===== src/rtl/coad_pkg.sv =====
// Shared decode constants: EXTOp one-hot selects, RV32I opcodes, IF/ID state encoding
// and the decoded bundle carried through the IF/ID main and skid registers.
package coad_pkg;

  // One-hot immediate-type selects, bit-identical to what the extension unit decodes
  localparam logic [5:0] EXT_NONE  = 6'b000000;
  localparam logic [5:0] EXT_ITYPE = 6'b010000;
  localparam logic [5:0] EXT_STYPE = 6'b001000;
  localparam logic [5:0] EXT_BTYPE = 6'b000100;
  localparam logic [5:0] EXT_JTYPE = 6'b000001;

  localparam logic [6:0] OP_IMM    = 7'b0010011;
  localparam logic [6:0] OP_LOAD   = 7'b0000011;
  localparam logic [6:0] OP_JALR   = 7'b1100111;
  localparam logic [6:0] OP_STORE  = 7'b0100011;
  localparam logic [6:0] OP_BRANCH = 7'b1100011;
  localparam logic [6:0] OP_JAL    = 7'b1101111;
  localparam logic [6:0] OP_REG    = 7'b0110011;
  localparam logic [6:0] OP_LUI    = 7'b0110111;
  localparam logic [6:0] OP_AUIPC  = 7'b0010111;

  typedef enum logic [1:0] {
    ST_EMPTY = 2'b00,
    ST_ONE   = 2'b01,
    ST_FULL  = 2'b10
  } state_e;

  typedef struct packed {
    logic [31:0] inst;
    logic [4:0]  rs1;
    logic [4:0]  rs2;
    logic [4:0]  rd;
    logic [11:0] iimm;
    logic [11:0] simm;
    logic [11:0] bimm;
    logic [19:0] jimm;
    logic [5:0]  extop;
    logic        illegal;
  } id_bundle_t;

endpackage


===== src/rtl/inst_field_decode.sv =====
// Combinational RV32I field slicer: register indices, raw immediate fields,
// one-hot EXTOp select and illegal-opcode flag.
module inst_field_decode
  import coad_pkg::*;
(
  input  logic [31:0] i_inst,
  output logic [4:0]  o_rs1,
  output logic [4:0]  o_rs2,
  output logic [4:0]  o_rd,
  output logic [11:0] o_iimm,
  output logic [11:0] o_simm,
  output logic [11:0] o_bimm,
  output logic [19:0] o_jimm,
  output logic [5:0]  o_extop,
  output logic        o_illegal
);

  assign o_rs1  = i_inst[19:15];
  assign o_rs2  = i_inst[24:20];
  assign o_rd   = i_inst[11:7];
  assign o_iimm = i_inst[31:20];
  assign o_simm = {i_inst[31:25], i_inst[11:7]};
  assign o_bimm = {i_inst[31], i_inst[7], i_inst[30:25], i_inst[11:8]};
  assign o_jimm = {i_inst[31], i_inst[19:12], i_inst[20], i_inst[30:21]};

  always_comb begin
    o_extop   = EXT_NONE;
    o_illegal = 1'b0;
    case (i_inst[6:0])
      OP_IMM, OP_LOAD, OP_JALR: o_extop = EXT_ITYPE;
      OP_STORE:                 o_extop = EXT_STYPE;
      OP_BRANCH:                o_extop = EXT_BTYPE;
      OP_JAL:                   o_extop = EXT_JTYPE;
      // Legal opcodes that carry no sign-extended immediate
      OP_REG, OP_LUI, OP_AUIPC: o_extop = EXT_NONE;
      default:                  o_illegal = 1'b1;
    endcase
  end

endmodule


===== src/rtl/if_id_decode.sv =====
// IF/ID pipeline register with a one-entry skid buffer: if_ready and id_valid are
// decoded straight from the state flops, and the decoded bundle is stored per beat.
module if_id_decode
  import coad_pkg::*;
#(
  parameter int unsigned PC_W = 32
) (
  input  logic            clk,
  input  logic            rstn,
  input  logic            flush,
  input  logic            if_valid,
  output logic            if_ready,
  input  logic [PC_W-1:0] if_pc,
  input  logic [31:0]     if_inst,
  output logic            id_valid,
  input  logic            id_ready,
  output logic [PC_W-1:0] id_pc,
  output logic [31:0]     id_inst,
  output logic [4:0]      rs1,
  output logic [4:0]      rs2,
  output logic [4:0]      rd,
  output logic [11:0]     iimm,
  output logic [11:0]     simm,
  output logic [11:0]     bimm,
  output logic [19:0]     jimm,
  output logic [5:0]      EXTOp,
  output logic            illegal
);

  state_e          r_state;
  state_e          w_state_nxt;
  id_bundle_t      r_main;
  id_bundle_t      r_skid;
  id_bundle_t      w_dec;
  logic [PC_W-1:0] r_main_pc;
  logic [PC_W-1:0] r_skid_pc;

  logic        w_accept;
  logic        w_fire;
  logic        w_load_main_in;
  logic        w_load_main_skid;
  logic        w_load_skid;
  logic [4:0]  w_rs1;
  logic [4:0]  w_rs2;
  logic [4:0]  w_rd;
  logic [11:0] w_iimm;
  logic [11:0] w_simm;
  logic [11:0] w_bimm;
  logic [19:0] w_jimm;
  logic [5:0]  w_extop;
  logic        w_illegal;

  inst_field_decode u_dec (
    .i_inst    (if_inst),
    .o_rs1     (w_rs1),
    .o_rs2     (w_rs2),
    .o_rd      (w_rd),
    .o_iimm    (w_iimm),
    .o_simm    (w_simm),
    .o_bimm    (w_bimm),
    .o_jimm    (w_jimm),
    .o_extop   (w_extop),
    .o_illegal (w_illegal)
  );

  assign w_dec = '{inst: if_inst, rs1: w_rs1, rs2: w_rs2, rd: w_rd,
                   iimm: w_iimm, simm: w_simm, bimm: w_bimm, jimm: w_jimm,
                   extop: w_extop, illegal: w_illegal};

  assign if_ready = (r_state != ST_FULL);
  assign id_valid = (r_state != ST_EMPTY);
  assign w_accept = if_valid & if_ready;
  assign w_fire   = id_valid & id_ready;

  always_ff @(posedge clk or negedge rstn) begin
    if (!rstn) r_state <= ST_EMPTY;
    else       r_state <= w_state_nxt;
  end

  // Flush wins over every transition; the skid is invalidated purely by leaving FULL.
  always_comb begin
    w_state_nxt      = r_state;
    w_load_main_in   = 1'b0;
    w_load_main_skid = 1'b0;
    w_load_skid      = 1'b0;
    if (flush) begin
      w_state_nxt = ST_EMPTY;
    end else begin
      case (r_state)
        ST_EMPTY: begin
          if (w_accept) begin
            w_state_nxt    = ST_ONE;
            w_load_main_in = 1'b1;
          end
        end
        ST_ONE: begin
          if (w_accept && w_fire) begin
            w_load_main_in = 1'b1;
          end else if (w_accept) begin
            w_state_nxt = ST_FULL;
            w_load_skid = 1'b1;
          end else if (w_fire) begin
            w_state_nxt = ST_EMPTY;
          end
        end
        ST_FULL: begin
          if (w_fire) begin
            w_state_nxt      = ST_ONE;
            w_load_main_skid = 1'b1;
          end
        end
        default: w_state_nxt = ST_EMPTY;
      endcase
    end
  end

  always_ff @(posedge clk or negedge rstn) begin
    if (!rstn) begin
      r_main    <= '0;
      r_main_pc <= '0;
      r_skid    <= '0;
      r_skid_pc <= '0;
    end else begin
      if (w_load_main_in) begin
        r_main    <= w_dec;
        r_main_pc <= if_pc;
      end else if (w_load_main_skid) begin
        r_main    <= r_skid;
        r_main_pc <= r_skid_pc;
      end
      if (w_load_skid) begin
        r_skid    <= w_dec;
        r_skid_pc <= if_pc;
      end
    end
  end

  assign id_pc   = r_main_pc;
  assign id_inst = r_main.inst;
  assign rs1     = r_main.rs1;
  assign rs2     = r_main.rs2;
  assign rd      = r_main.rd;
  assign iimm    = r_main.iimm;
  assign simm    = r_main.simm;
  assign bimm    = r_main.bimm;
  assign jimm    = r_main.jimm;
  assign EXTOp   = r_main.extop;
  assign illegal = r_main.illegal;

endmodule


===== config.mk =====
export PLATFORM = sky130hd
export DESIGN_NAME = if_id_decode
export DESIGN_NICKNAME = d
export VERILOG_FILES = /design/src/rtl/coad_pkg.sv /design/src/rtl/inst_field_decode.sv /design/src/rtl/if_id_decode.sv
export SDC_FILE = /design/constraint.sdc
export NUM_CORES = 1
export LEC_CHECK = 0
export BUFFER_PORTS_ARGS = -buffer_cell sky130_fd_sc_hd__buf_2
export CAP_MARGIN = 5
export CORE_MARGIN = 3
export CORE_UTILIZATION = 40
export DETAILED_ROUTE_END_ITERATION = 6
export PLACE_DENSITY = 0.73
export SYNTH_ARGS = -nofsm -noshare
export SYNTH_HDL_FRONTEND = slang
export SYNTH_SLANG_ARGS = --single-unit

===== constraint.sdc =====
create_clock -name clk -period 4.7 [get_ports clk]
set_input_delay 0.47 -clock clk [delete_from_list [all_inputs] [get_ports clk]]
set_output_delay 0.47 -clock clk [all_outputs]
set_load 0.05 [all_outputs]

==> impl_results.md, run 1 <==
* CP Class: flop to flop
* First-pass GRT wire length at 22500 um
* CTS tree: yes
* Post-route minimum period at 2430 ps
* RR Startpoint: r_state[1]$_DFFE_PN0P_
* Hold violation count in the final report at 0
* Fmax at 411 MHz
* Die height at between 100 and 150 um
* Std cell rows at 45
* Hold crit path type: input pin to async pin
* Sequential area share after synthesis at 0.539
* Vias at 4393
* Worst clock skew at 6.66 ps
* WL per Instance at about 15 um
* Post-Route WL at 13800 um
* Clock Pin Slew Worst Setup and Hold Paths at 60 ps
* Largest cells by area after synthesis: dfrtp_1 54%, mux2_4 14%, buf_4 8.4%
* Gpl congestion at 0.695
* Ratio of cells with drive above 1 in the final layout at 0.448
* FILL cells at 1411
* Yosys Warn Count at 0
* Critical path launch point: r_state[1]$_DFFE_PN0P_
* CP required at 4990 ps
* Global Route Usage Sum at 0.157
* DR pass1 iterations at 4
* Post-synthesis register bit count at between 100 and 150
* Leading area contributor after synthesis: dfrtp_1
* Setup TNS at 0 ps
* Pwr dens at approximately 570 nW/um^2
* 1st-iter DRT viols at 178
* Die area at between 15000 and 20000 sq um
* RSZ-0062 raised after global routing: false
* CTS Root Cell: clkbuf_16
* Width of the die at 134 um
* Worst Path Arrival at about 2700 ps
* Post-CTS sizing at 0
* Max_cap viols at 0
* Vias/cell at 4.83
* Critical Path Start Type: flop
* Ys flop type: dfrtp_1
* Total grt overflow at 0
* Initial antenna violation count at 0
* Crit share post-route at 0.518
* Synth-to-Final Area Change at 18.2%
* Share of synthesized registers carrying an async set or reset at 1.00
* Post-synth EDFFs at 0
* Area fraction of the dominant cell type after synthesis at 0.539
* Starting Density at 0.419
* Drc violations at 0
* Critical path fanouts, max at 45
* Syn Std Cell Area at 6500 sq um
* Top-Level Pins at 213
* Nets@finish at ~750
* Outcome: finished clean
* Post-CTS Setup Bufs at 0
* VDD IR max at 247 uV
* Critical Path Max Stage Delay at 830 ps
* Core area at between 15000 and 20000 sq um
* CP Cell Sequence: nor2b_2 > or3b_4 > buf_4 > mux2_4
* Syn avg cell area at 11.7 sq um
* Crit-path slowest cell: or3b_4
* Setup WS pre-CTS at 1980 ps
* Number of buffers inserted by port buffering at 210
* Clk Latency, worst-skew pair at between 400 and 500 ps
* Setup violations, final at 0
* Max clock buf depth at 2
* Antenna fix cells at 0
* Slew @ Worst Pin at 962 ps
* Count leader, synth: dfrtp_1
* H-tree levels at 4
* Final core occ at 0.495
* Hold_buf cts at 0
* Worst rel slew slack at 0.359
* Clock sinks at 140
* Fin worst setup slack at ~2300 ps
* Post-DP HPWL at 8720 um
* Number of global-route vias before repair at 4375
* ANT nets after route at 0
* Fin. max-slew vios at 0
* Post-synth top cells: 140 x dfrtp_1, 73 x buf_4, 67 x a21oi_1
* Netlist cell types at 32
* Crit path capture type: flop
* Synth Instances at 555
* Num CTS Buffers at 17
* Leak at roughly 0.0041 uW
* Largest net degree at the start of global routing at about 110
==> critical path, delay by kind of cell (launching register included) <==
| family | cells | cell delay (ps) |
|---|---|---|
| buffers and inverters | 1 | 600 |
| flip-flops | 1 | 430 |
| multiplexers | 1 | 340 |
| AND/OR/NAND/NOR | 2 | 920 |
==> cell families (layout without fill, tap and decap cells) <==
logic type,Yosys count,after routing,synth area share
compound gates,142,142,0.125
simple gates,31,31,0.0265
mux,72,72,0.158
flops,140,140,0.539
buf+inv,169,311,0.151
other cells,1,2,0.000576
==> state kept, by name, indices dropped and copies added (netlist names) <==
name,count
r_skid,37
id_pc,32
r_skid_pc,32
id_inst,31
EXTOp,4
r_state,2
iimm,1
illegal,1
==> through the flow <==
step / instances / area [sq um] / power (uW) / hold WS (ps)
after floorplan: 556 / 6510 / 2960 / 174
after global placement: 877 / 7130 / 3140 / 462
after detailed placement: 877 / 7130 / 3160 / 468
after CTS: 909 / 7690 / 4460 / 220
after global routing: 909 / 7690 / 4610 / 244
final: 909 / 7690 / 4410 / 175
==> where the power goes <==
group | total, uW | internal, uW | switching [uW]
registers | 1650 | 1480 | 175
logic | 1490 | 445 | 1050
clock network | 1270 | 765 | 502
total | 4410 | 2690 | 1720
==> routing by layer <==
metal,part of all wire,GRT usage
met5,0,0
met4,0.012,0.0514
met3,0.069,0.0438
met2,0.46,0.253
met1,0.46,0.207
==> layout make-up <==
type                    instances  area (sq um)  share of cell area
clock buffers                  21           470              0.0612
well taps                     211           264              0.0343
clock inverters                11          93.8              0.0122
flip-flops and latches        140          3500               0.456
multi-input cells             247          2030               0.264
repair buffers                214          1090               0.141
inverters                      65           244              0.0317
==> final timing paths <==
check                                            endpoint  slack [ps]  depth (start not counted)
max in group asynchronous            EXTOp[4]$_DFFE_PN0P_        3450                          2
min in group clk                   r_state[1]$_DFFE_PN0P_         290                          2
worst min register to register      r_skid[0]$_DFFE_PN0P_         480                          1
worst max register to register  r_skid_pc[11]$_DFFE_PN0P_        2270                          4
worst max-delay path            r_skid_pc[11]$_DFFE_PN0P_        2270                          4
worst min-delay path              id_inst[15]$_DFFE_PN0P_         180                          1
==> layout by cell type (no fill, tap or decap), types with 2 or more instances in the layout <==
| cell | netlist | routed |
|---|---|---|
| clkbuf_8 | 0 | 3 |
| mux2_4 | 60 | 60 |
| a21oi_1 | 67 | 67 |
| or3b_4 | 0 | 2 |
| inv_1 | 65 | 65 |
| nand2b_1 | 3 | 3 |
| mux2i_1 | 7 | 7 |
| o21ai_0 | 3 | 3 |
| buf_2 | 1 | 209 |
| nand2_1 | 7 | 7 |
| conb_1 | 1 | 2 |
| mux2_1 | 2 | 2 |
| nor2_1 | 6 | 6 |
| a211oi_1 | 3 | 3 |
| nand3_1 | 2 | 2 |
| o22ai_1 | 64 | 64 |
| clkinvlp_4 | 0 | 4 |
| mux2_2 | 3 | 3 |
| buf_4 | 73 | 4 |
| nand3b_1 | 4 | 4 |
| or3_1 | 2 | 2 |
| dfrtp_1 | 140 | 140 |
| clkinv_2 | 0 | 5 |
| clkbuf_16 | 0 | 17 |
Power figures use the tool's default switching activity.
==> run 2, diff against run 1 <==
--- a/config.mk
+++ b/config.mk
@@ -5,12 +5,13 @@
 export SDC_FILE = /design/constraint.sdc
 export NUM_CORES = 1
 export LEC_CHECK = 0
+export ABC_AREA = 1
 export BUFFER_PORTS_ARGS = -buffer_cell sky130_fd_sc_hd__buf_2
 export CAP_MARGIN = 5
 export CORE_MARGIN = 3
 export CORE_UTILIZATION = 40
 export DETAILED_ROUTE_END_ITERATION = 6
-export PLACE_DENSITY = 0.73
+export PLACE_DENSITY = 0.75
 export SYNTH_ARGS = -nofsm -noshare
 export SYNTH_HDL_FRONTEND = slang
 export SYNTH_SLANG_ARGS = --single-unit
==> constraint.sdc (replaced) <==
create_clock -name clk -period 2.1 [get_ports clk]
set_input_delay 0.21 -clock clk [delete_from_list [all_inputs] [get_ports clk]]
set_output_delay 0.21 -clock clk [all_outputs]
set_load 0.05 [all_outputs]
==> impl_results.md, run 2 <==
* Worst Path Arrival at 1930 ps
* Leak at 0.00410 uW
* RR Startpoint: r_state[1]$_DFFE_PN0P_
* Vias/cell at around 4.7
* Critical Path Start Type: flop
* RSZ-0062 raised after global routing: false
* Post-Layout Cell Count at 1078
* Total grt overflow at 0
* WP buf/inv at 3
* Syn Std Cell Area at 6400 sq um
* FILL cells at 1457
* CP Class: flop to flop
* CP required at 2390 ps
* Ys flop type: dfrtp_1
* Hold crit path type: input pin to flop
* Largest net degree at the start of global routing at 118
* Vias at ~5000
* Post-route minimum period at 1650 ps
* Clock Pin Slew Worst Setup and Hold Paths at 60 ps
* Clock sinks at 140
* DR pass1 iterations at 5
* Critical path fanouts, max at 36
* Number of global-route vias before repair at 4818
* Fmax at 606 MHz
* Leading area contributor after synthesis: dfrtp_1
* Most flops, register: r_skid
* Nets@finish at 923
* First-pass GRT wire length at 24000 um
* Critical path launch point: r_state[1]$_DFFE_PN0P_
* Crit share post-route at 0.786
* Syn avg cell area at approximately 8.9 sq um
* Ratio of cells with drive above 1 in the final layout at 0.300
* Fin worst setup slack at 450 ps
* Sequential area share after synthesis at 0.547
* Multi-input gate area at approximately 1900 sq um
* Min-Delay Startpoint: if_inst[28]
* Post-synth EDFFs at 0
* Yosys Warn Count at 0
* 1st-iter DRT viols at 290
* Num CTS Buffers at 17
* H-tree levels at 4
* Clk Latency, worst-skew pair at ~410 ps
* Number of buffers inserted by port buffering at 210
* Crit-path slowest cell: dfrtp_1
* Top-Level Pins at about 210
* Setup violations, final at 0
* Pwr dens at 1530 nW/um^2
* Starting Density at 0.415
* Core area at 15400 sq um
* Worst rel slew slack at 0.655
* Outcome: finished clean
* Synth Instances at approximately 720
* Std cell rows at 45
* Max_cap viols at 0
* Synth-to-Final Area Change at 21.1%
* Most common cell after layout, fill and taps aside: nand2_1
* Setup WS pre-CTS at between 300 and 400 ps
* Largest cells by area after synthesis: dfrtp_1 55%, nand2_1 14%, buf_4 8.8%
* Critical Path Max Stage Delay at 400 ps
* Hold violation count in the final report at 0
* Initial antenna violation count at 0
* Post-DP HPWL at 9660 um
* CTS Root Cell: clkbuf_16
* VDD IR max at 770 uV
* Die height at ~130 um
* Netlist cell types at 22
* Power, Total at between 10000 and 15000 uW
* ANT nets after route at 0
* CP Cell Sequence: nor2_2 > nand3_2 > buf_4 > inv_1 > buf_4 > nand2_1 > o211ai_1
* Most frequent cells in the layout: 232 x nand2_1, 209 x buf_2, 140 x dfrtp_1
* WL per Instance at 13.4 um
* Global Route Usage Sum at 0.169
* Slew @ Worst Pin at 517 ps
* Drc violations at 0
* Max reg flops at 37
* Post-CTS Setup Bufs at 0
* Die area at between 15000 and 20000 sq um
* Share of synthesized registers carrying an async set or reset at 1.00
* Post-synth top cells: 232 x nand2_1, 140 x dfrtp_1, 75 x buf_4
* Sequential cell area at 3500 sq um
* Post-synthesis register bit count at 140
* Placed insts at 1045
* Crit path top cell by count: buf_4
* Count leader, synth: nand2_1
* Fin. max-slew vios at 0
* Antenna fix cells at 0
* CTS tree: yes
* Width of the die at 133 um
* Worst clock skew at 8.28 ps
* Area fraction of the dominant cell type after synthesis at 0.547
* Gpl congestion at ~0.80
* Crit path max-delay family: buffers and inverters
* Post-Route WL at ~14000 um
* Setup TNS at 0 ps
* Max clock buf depth at 2
* Crit path capture type: flop
[run 2: cell count changes in the layout (fill, tap and decap cells not counted), moves of 28 or more]
cell | before | now
o22ai_1 | 64 | 0
o21ai_1 | 0 | 40
a21oi_1 | 67 | 0
mux2_4 | 60 | 0
o211ai_1 | 0 | 67
o21ai_0 | 3 | 31
nand2_1 | 7 | 232
[run 2: worst reg2reg max path, cell delays in order (launching register included)]
cell and delay (ps):
dfrtp_1 400, nor2_2 80, nand3_2 70, buf_4 390, inv_1 230, buf_4 210
nand2_1 50, o211ai_1 80
[run 2: cell families after synthesis]
family / count (synthesis) / synth area share
buffers and inverters: 182 / 0.161
flip-flops: 140 / 0.547
AO/OA/AOI/OAI: 140 / 0.138
AND/OR/NAND/NOR: 256 / 0.154
other: 1 / 0.000586
[run 2: metal layers]
layer / track usage / part of all wire / up-vias
met5: 0 / 0 / -
met4: 0.0485 / 0.012 / 0
met3: 0.0498 / 0.065 / 17
met2: 0.272 / 0.47 / 173
met1: 0.224 / 0.45 / 2326
li1: - / - / 2498
[run 2: power breakdown]
part           internal [uW]  switching [uW]
Sequential              3630             535
Combinational           1010            3480
Clock                   2050            1120
Total                   6690            5140
[run 2: final cells by class]
type,count,area share
clock inverter,11,0.0215
clock buffer,21,0.0594
inverter,74,0.0358
tap,211,0.0341
sequential,140,0.452
multi-input combinational,398,0.242
timing repair buffer,223,0.156
[run 2: repair_timing]
item | CTS | global route
endpoints found under the hold margin | 38 | 0
hold buffers | 1 | 0
resized for setup | 0 | 0
[run 2: final timing paths]
kind / end / slack (ps) / cells after the start
max: id_inst[28]$_DFFE_PN0P_ / 450 / 7
min: r_skid[106]$_DFFE_PN0P_ / 30 / 3
max reg2reg: id_inst[28]$_DFFE_PN0P_ / 450 / 7
min reg2reg: r_skid[4]$_DFFE_PN0P_ / 480 / 2
max in group asynchronous: r_skid[82]$_DFFE_PN0P_ / 1210 / 3
min in group asynchronous: r_skid_pc[24]$_DFFE_PN0P_ / 270 / 2
[run 2: per-stage QoR]
step	instance area, sq um	utilization	hold WS (ps)
final	7750	0.503	34.6
after global routing	7750	0.503	27.2
after CTS	7750	0.503	12.2
after detailed placement	7120	0.461	154
after global placement	7120	0.461	159
after floorplan	6400	-	-85.6
==> run 3, diff against run 2 <==
--- a/config.mk
+++ b/config.mk
@@ -5,7 +5,7 @@
 export SDC_FILE = /design/constraint.sdc
 export NUM_CORES = 1
 export LEC_CHECK = 0
-export ABC_AREA = 1
+export ABC_AREA = 0
 export BUFFER_PORTS_ARGS = -buffer_cell sky130_fd_sc_hd__buf_2
 export CAP_MARGIN = 5
 export CORE_MARGIN = 3
==> constraint.sdc (replaced) <==
create_clock -name clk -period 1.35 [get_ports clk]
set_input_delay 0.135 -clock clk [delete_from_list [all_inputs] [get_ports clk]]
set_output_delay 0.135 -clock clk [all_outputs]
set_load 0.05 [all_outputs]
==> impl_results.md, run 3 (synthesis results as in run 1) <==
* Clk Latency, worst-skew pair at a little over 400 ps
* Post-route minimum period at 1680 ps
* Leak at between 0.004 and 0.005 uW
* Fin worst setup slack at -326 ps
* Synth-to-Final Area Change at 37.8%
* RSZ-0062 raised after global routing: true
* Outcome: finished with violations
* 1st-iter DRT viols at about 270
* Width of the die at 134 um
* Switching component of the power at roughly 6200 uW
* First-pass GRT wire length at 25700 um
* Vias/cell at between 4 and 5
* Antenna fix cells at 0
* Total grt overflow at 0
* Fin. max-slew vios at 0
* Max_cap viols at 0
* Starting Density at 0.419
* Setup WS pre-CTS at -266 ps
* Post-Route WL at 16700 um
* Die height at 134 um
* Max reg flops at 37
* Hold crit path type: input pin to flop
* Most flops, register: r_skid
* Fmax at 597 MHz
* Gpl congestion at 0.711
* VDD IR max at roughly 900 uV
* Drc violations at 0
* Critical path fanouts, max at 26
* Core area at 15500 sq um
* Most frequent cells in the layout: 207 x buf_2, 139 x dfrtp_1, 65 x inv_1
* Hold path cells at 2
* Initial antenna violation count at 0
* DR pass1 iterations at 4
* Clock power share at 0.278
* Top-Level Pins at 213
* Global Route Usage Sum at 0.180
* CP required at 1640 ps
* ANT nets after route at 0
* Most common cell after layout, fill and taps aside: buf_2
* Post-Layout Cell Count at 996
* Std cell rows at between 40 and 50
* Post-DP HPWL at 10000 um
* Hold violation count in the final report at 0
* Gate power share at 0.354
* WL per Instance at 16.8 um
* Nets@finish at roughly 840
* Violated checks: negative setup slack
* Num CTS Buffers at 17
* Clock Pin Slew Worst Setup and Hold Paths at 60 ps
* Placed insts at 898
* CTS Root Cell: clkbuf_16
* CTS tree: yes
* Critical Path Start Type: flop
* Largest net degree at the start of global routing at 49
* Sw Ratio at 0.392
* Reg power frac at 0.369
* Ratio of cells with drive above 1 in the final layout at 0.480
* Cell internal pwr at slightly below 10000 uW
* CP Class: flop to flop
* Clock sinks at 140
* Crit path capture type: flop
* Number of buffers inserted by port buffering at 210
* Max clock buf depth at 2
* Pwr dens at 1760 nW/um^2
* Design Area, Final at 8960 sq um
* Setup violations, final at 140
* Vias at 4820
* H-tree levels at 4
* Number of global-route vias before repair at 4893
* Reg2reg path depth at 4
* Final core occ at 0.577
* Die area at 17800 sq um
* Worst clock skew at 6.36 ps
* Placed cell area at 7420 sq um
* Crit share post-route at 1.24
* Worst Path Arrival at just under 2000 ps
* Power, Total at 15800 uW
==> run 3: final cells by class <==
class                           count  area, sq um
Fill cell                        1301         6580
Sequential cell                   140         3500
Multi-Input combinational cell    247         2260
Timing Repair Buffer              301         2130
Clock buffer                       20          467
Tap cell                          211          264
Inverter                           65          244
Clock inverter                     12         96.3
==> run 3: through the flow <==
stage | hold slack [ps] | TNS, ps
2_1_floorplan | -161 | -37700
3_3_place_gp | 68.2 | -25130
3_5_place_dp | 73.4 | -28850
4_1_cts | 6.09 | -30220
5_1_grt | 5.50 | -44570
6_report | 21.2 | -37650
==> run 3: power groups by stage <==
stage / Clock (uW) / Combinational (uW) / Sequential, uW
6_report: 4390 / 5580 / 5820
5_1_grt: 4720 / 5840 / 5950
4_1_cts: 4510 / 5510 / 5750
3_5_place_dp: 0 / 5360 / 5780
3_3_place_gp: 0 / 5270 / 5770
2_1_floorplan: 0 / 3360 / 6970
==> run 3: repair_timing <==
action                                 CTS  global route
hold buffers                            58             0
endpoints found under the hold margin  179             0
setup endpoints to repair              140           140
pin swaps                                0             7
setup buffers                            1             2
gates resized for setup                 12            35
gates cloned                             0             5
==> run 3: worst max-delay path, cell delays in order (launching register included) <==
cell	delay [ps]
dfrtp_2	430
nor2b_4	110
or3b_4	480
buf_12	210
mux2_4	310
==> run 3: path summary, 6_finish.rpt <==
kind,startpoint,end,slack [ps]
setup / recovery,r_state[1]$_DFFE_PN0P_,r_skid[105]$_DFFE_PN0P_,-330
hold / removal,if_inst[1],r_skid[79]$_DFFE_PN0P_,20
min in group asynchronous,rstn,id_inst[26]$_DFFE_PN0P_,220
max in group asynchronous,rstn,id_inst[2]$_DFFE_PN0P_,590
setup reg to reg,r_state[1]$_DFFE_PN0P_,r_skid[105]$_DFFE_PN0P_,-330
hold reg to reg,r_skid[0]$_DFFE_PN0P_,r_skid[0]$_DFFE_PN0P_,490
==> run 3: routing by layer <==
metal / vias up / GRT usage / part of all wire / routed length [um]
li1: 2255 / - / - / -
met1: 2387 / 0.236 / 0.46 / 7660
met2: 162 / 0.299 / 0.48 / 8020
met3: 16 / 0.0495 / 0.050 / 837
met4: 0 / 0.0423 / 0.011 / 181
met5: - / 0 / 0 / 0
